[config.mk]
export PLATFORM = sky130hd
export DESIGN_NAME = sc_et_stream_ctrl
export DESIGN_NICKNAME = d
export VERILOG_FILES = /design/src/rtl/sc_et_stream_ctrl.sv
export SDC_FILE = /design/constraint.sdc
export NUM_CORES = 1
export LEC_CHECK = 0
export BUFFER_PORTS_ARGS = -buffer_cell sky130_fd_sc_hd__buf_4
export CAP_MARGIN = 40
export CELL_PAD_IN_SITES_DETAIL_PLACEMENT = 0
export CELL_PAD_IN_SITES_GLOBAL_PLACEMENT = 2
export CORE_AREA = 2 2 100 102
export CTS_BUF_LIST = sky130_fd_sc_hd__clkbuf_8
export DETAILED_ROUTE_END_ITERATION = 8
export DIE_AREA = 0 0 102 104
export HOLD_SLACK_MARGIN = 0.02
export PLACE_DENSITY_LB_ADDON = 0.1
export SLEW_MARGIN = 30
export SYNTH_ARGS = -nofsm -noshare
export SYNTH_HDL_FRONTEND = slang
export SYNTH_SLANG_ARGS = --single-unit
[constraint.sdc]
create_clock -name clk -period 3.3 [get_ports clk]
set_input_delay 0.33 -clock clk [delete_from_list [all_inputs] [get_ports clk]]
set_output_delay 0.33 -clock clk [all_outputs]
set_load 0.02 [all_outputs]
[src/rtl/sc_et_stream_ctrl.sv]
// sc_et_stream_ctrl
// Stochastic-computing stream sequencer. Accepts a group of N W-bit operands,
// derives the stream precision k from the trailing zeros of the OR of all
// operands, then emits 2^k beats of N correlated SC bits. Each bit comes from
// comparing the operand against a bit-reversed (van der Corput) counter.
//
// Build option: define SC_EARLY_TERM_EN to enable early termination
// (k = W - tz). When it is undefined, every stream runs the full 2^W beats
// and no trailing-zero logic is built.
module sc_et_stream_ctrl #(
  parameter int W  = 8,
  parameter int N  = 2,
  parameter int KW = $clog2(W + 1)
) (
  input  logic          clk,
  input  logic          rst_n,
  input  logic          in_valid,
  output logic          in_ready,
  input  logic [W-1:0]  Bxs [N-1:0],
  output logic          out_valid,
  input  logic          out_ready,
  output logic [N-1:0]  out_bits,
  output logic          out_last,
  output logic [KW-1:0] prec_k,
  output logic          busy
);

  typedef enum logic [1:0] {
    ST_IDLE = 2'd0,
    ST_LOAD = 2'd1,
    ST_RUN  = 2'd2
  } state_t;

  state_t        state_r;
  logic [W-1:0]  bx_r [N-1:0];
  // One bit wider than the operands so c = 2^W - 1 with k = W cannot wrap
  // before the final beat is recognised.
  logic [W:0]    cnt_r;
  logic [W:0]    last_cnt_r;

  logic [KW-1:0] k_s;
  logic [W:0]    lim_s;
  logic [W:0]    cnt_nxt_s;
  logic [W-1:0]  rev_nxt_s;
  logic [N-1:0]  bits_nxt_s;
  logic [N-1:0]  bits_init_s;

  // Bit reversal over W bits: turns a binary counter into a van der Corput
  // sequence, so any 2^k-long prefix lands on multiples of 2^(W-k).
  function automatic logic [W-1:0] bit_rev(input logic [W-1:0] v);
    logic [W-1:0] r;
    r = '0;
    for (int i = 0; i < W; i++) begin
      r[i] = v[W-1-i];
    end
    return r;
  endfunction

`ifdef SC_EARLY_TERM_EN
  logic [W-1:0] or_s;

  // Trailing-zero count; an all-zero word reports W.
  function automatic logic [KW-1:0] trail_zeros(input logic [W-1:0] v);
    logic [KW-1:0] t;
    t = KW'(W);
    for (int i = W - 1; i >= 0; i--) begin
      if (v[i]) begin
        t = KW'(i);
      end else begin
        t = t;
      end
    end
    return t;
  endfunction

  // OR of all registered operands: its lowest set bit bounds the precision.
  always_comb begin
    or_s = '0;
    for (int j = 0; j < N; j++) begin
      or_s = or_s | bx_r[j];
    end
    k_s = KW'(W) - trail_zeros(or_s);
  end
`else
  // Early termination disabled: every stream uses full precision.
  always_comb begin
    k_s = KW'(W);
  end
`endif

  // Stream-length limit, next counter value and the lane bits for the
  // first beat (r = 0) and for the beat after the current one.
  always_comb begin
    lim_s      = ((W+1)'(1) << k_s) - (W+1)'(1);
    cnt_nxt_s  = cnt_r + (W+1)'(1);
    rev_nxt_s  = bit_rev(cnt_nxt_s[W-1:0]);
    bits_nxt_s  = '0;
    bits_init_s = '0;
    for (int j = 0; j < N; j++) begin
      bits_nxt_s[j]  = (bx_r[j] > rev_nxt_s);
      bits_init_s[j] = (bx_r[j] != {W{1'b0}});
    end
  end

  // Control FSM with registered outputs. The outputs for a beat are
  // produced one edge ahead from the next counter value, so they stay
  // stable for as long as the consumer stalls.
  always_ff @(posedge clk or negedge rst_n) begin
    if (!rst_n) begin
      state_r    <= ST_IDLE;
      in_ready   <= 1'b1;
      out_valid  <= 1'b0;
      out_bits   <= '0;
      out_last   <= 1'b0;
      prec_k     <= '0;
      busy       <= 1'b0;
      cnt_r      <= '0;
      last_cnt_r <= '0;
      for (int j = 0; j < N; j++) begin
        bx_r[j] <= '0;
      end
    end else begin
      case (state_r)
        ST_IDLE: begin
          if (in_valid && in_ready) begin
            for (int j = 0; j < N; j++) begin
              bx_r[j] <= Bxs[j];
            end
            in_ready <= 1'b0;
            busy     <= 1'b1;
            state_r  <= ST_LOAD;
          end else begin
            in_ready <= 1'b1;
            busy     <= 1'b0;
          end
        end
        ST_LOAD: begin
          prec_k     <= k_s;
          last_cnt_r <= lim_s;
          cnt_r      <= '0;
          out_bits   <= bits_init_s;
          out_last   <= (k_s == KW'(0));
          out_valid  <= 1'b1;
          state_r    <= ST_RUN;
        end
        ST_RUN: begin
          if (out_valid && out_ready) begin
            if (out_last) begin
              out_valid <= 1'b0;
              out_last  <= 1'b0;
              out_bits  <= '0;
              busy      <= 1'b0;
              in_ready  <= 1'b1;
              cnt_r     <= '0;
              state_r   <= ST_IDLE;
            end else begin
              cnt_r    <= cnt_nxt_s;
              out_bits <= bits_nxt_s;
              out_last <= (cnt_nxt_s == last_cnt_r);
            end
          end else begin
            cnt_r <= cnt_r;
          end
        end
        default: begin
          state_r   <= ST_IDLE;
          in_ready  <= 1'b1;
          out_valid <= 1'b0;
          out_last  <= 1'b0;
          out_bits  <= '0;
          busy      <= 1'b0;
        end
      endcase
    end
  end

endmodule

==> results.cfg <==
[run_status]
status = completed

[sta]
drv_slew = 0
tightest_slew_ps = 600
finalSetupViolCount = 0
whs_ps = 262
final.period_utilization = 0.834
period_needed_ps = 2750
finalHoldViolCount = 0
relSlewSlack = 0.600
clock.fmax_ghz = 0.363
rsz0062_at_grt = no
fin_setup_tns_ps = 0
finalClockSkew_ps = 10.6

[synthesis]
ys_top_cells_by_count = dfrtp_1 (33), nand2_1 (23), mux2_2 (17)
muxShareOfSynthArea = 0.0955
ys_warn_count = 0
synth_cell_type_count = 51
syn_inst = 239
yosysMostFrequentCell = dfrtp_1
yosys_register_bits = 34
synth_area_per_cell_sq_um = 9.75
syn-cell-area_sq_um = 2330
synth-edff-count = 0
synth.top_cells.by_area = dfrtp_1 (35%), ha_1 (8.6%), mux2_2 (8.2%), xnor3_1 (3.9%), nand2_1 (3.7%)
synthXorXnorAreaFrac = 0.0574
yosys.area.top_type = dfrtp_1
async_reset_ff_frac = 1.00
synth_compound_area_frac = 0.164
synthFlopType = dfrtp_1
synthAdderAreaFrac = 0.0859
ys_seq_area_frac = 0.366
synth_simple_gate_area_frac = 0.162
synth_top_area_frac = 0.354
synth_top_family_by_area = compound AO/OA/AOI/OAI gates

[setup_path]
critPathRequiredTime_ps = 3480
worstSetupPathType = reg2reg
worstRegToRegCells = 9
r2r-end = out_bits[0]
startpoint = cnt_r[0]
cp_max_fo = 10
r2r_setup_slack_ps = 550
crit_path_end_kind = flip-flop
cp.arrival_ps = 2930
r2r-start = cnt_r[0]
start_kind = flip-flop

[pwr]
p_sw_frac = 0.343
fin_total_pwr_mw = 1.05
intPower_mw = 0.687
clkPwrFrac = 0.305
p_per_area_nw_per_um2 = 386
share_comb_of_total_power = 0.227
power_switching_mw = 0.358
p_seq_frac = 0.468
peakVddDrop_v = 0.000115
leakage_nw = 1.21

[placement]
dpl.hpwl_mm = 4.71
dp_cells = 388
gp_congestion = 0.759
io_buffers = 26

[hold_path]
hold_depth = 2
holdPathEnd = bx_r[6]
min_path_type = in2reg
min-delay-start = Bxs[6]

[route]
wl_per_cell_microns = 15.7
ant_nets = 0
drc_errors = 0
routed_wl_mm = 6.25
num_vias = 1825
dr.pass1.iters = 4
vias_per_cell = 4.60
drt_iter0_markers = 56

[floorplanning]
die_area_sq_um = 10600
ios = 30
core_sq_um = 9550
row_count = 36
fp.dieH_microns = 104
die_w_microns = 102
initial_core_util = 0.244

[clocking]
cts_max_path_buffers = 2
post_cts_resized = 0
root_buffer = clkbuf_8
clk_latency_ps = 300
numClockSinks = 34
numCtsBuffers = 5
htreeDepth = 2
clkSlewWorstSetupHoldPaths_ps = 80
cts_tree = done

[global_route]
grt_max_degree = 35
grt_pass1_wl_mm = 10.4
track_usage = 0.129
grt_pass1_vias = 1859
grt_overflow_total = 0
antenna_found_initial = 0

[layout]
final_cells = 397
drive_gt1_frac = 0.235
num_antenna_cells = 0
syn2layout_area_growth_pct = 16.3
fin_nets = 299

[run]
drv_cap = 0
-- cell families (layout without fill, tap and decap cells) --
logic type	Yosys count	in the layout
compound gates	57	57
buf+inv	29	52
fa+ha+maj	16	16
xor+xnor	9	9
flops	34	34
simple gates	73	73
other cells	1	3
mux	20	20
-- power groups by stage --
| stage | clock network (mW) | logic, mW | registers (mW) |
|---|---|---|---|
| after floorplan | 0 | 0.180 | 0.475 |
| after global placement | 0 | 0.245 | 0.499 |
| after detailed placement | 0 | 0.241 | 0.496 |
| after CTS | 0.333 | 0.243 | 0.490 |
| after global routing | 0.350 | 0.276 | 0.497 |
| final | 0.319 | 0.237 | 0.489 |
-- final cells by class --
class                      instances  area [sq um]
fill                            1061          6840
multi-input combinational        178          1330
sequential                        34           852
timing repair buffer              30           228
tap                              133           166
clock buffer                       5          68.8
inverter                          14          52.6
clock inverter                     3          13.8
-- worst max-delay path: stages (launching register included) --
cell      delay, ps
dfrtp_1         580
ha_1            380
nand3_1         230
xor2_1          230
ha_1            380
nand3b_1         90
a211oi_1        260
nor2_1           60
o41ai_1         340
o21ai_1          90
-- metal layers --
layer  track usage  vias to the layer above  wire length (microns)  share of wire
li1              -                      902                      -              -
met1         0.189                      864                   3150           0.50
met2         0.185                       45                   2770           0.44
met3        0.0329                       14                    214          0.034
met4        0.0410                        0                    108          0.017
met5             0                        -                      0              0
-- placed cells by master, fill, tap and decap left out, types with 2 or more instances in the layout --
cell	instances
o31ai_1	4
o311ai_0	2
ha_1	16
nand4_1	3
nand3b_1	4
or3_1	2
dfrtp_1	33
o21ai_1	7
nand3_1	3
a31oi_1	3
buf_4	29
o221a_2	2
a211oi_1	2
conb_1	3
nand2_1	23
o21ai_0	12
mux2_2	17
nand2b_1	3
inv_1	15
a21oi_1	9
clkinv_2	2
xor2_1	3
and2_1	3
xnor2_1	2
clkbuf_8	5
nor2_1	13
nor4_1	6
o41ai_1	2
o21a_1	5
mux2i_1	2
xnor3_1	4
nor3_1	4
nor2b_1	3
-- state kept, by name, indices dropped and copies added, names as in the netlist --
| signal | count |
|---|---|
| out_last | 1 |
| busy | 1 |
| bx_r | 16 |
| out_bits | 2 |
| cnt_r | 9 |
| state_r | 2 |
| out_valid | 1 |
| in_ready | 1 |
| prec_k | 1 |
-- metrics by stage --
step / setup slack [ps] / util / instance area, sq um
finish: 547 / 0.284 / 2710
global route: 136 / 0.284 / 2710
CTS: 571 / 0.284 / 2710
detailed placement: 589 / 0.274 / 2620
global placement: 606 / 0.274 / 2620
floorplan: 1010 / - / 2340
-- timing repair --
item / 4_1_cts / 5_1_grt
hold buffers: 1 / 0
endpoints found under the hold margin: 11 / 0
buffers inserted: 0 / 0
-- worst max-delay path by stage --
| stage | to | slack (ps) | cells past startpoint |
|---|---|---|---|
| detailed placement | out_bits[0] | 590 | 9 |
| global route | out_bits[1] | 140 | 9 |
| global placement | out_bits[1] | 610 | 9 |
| floorplan | out_bits[0] | 1010 | 10 |
| CTS | out_bits[0] | 570 | 9 |
| finish | out_bits[0] | 550 | 9 |
(Power assumes the default switching activity.)
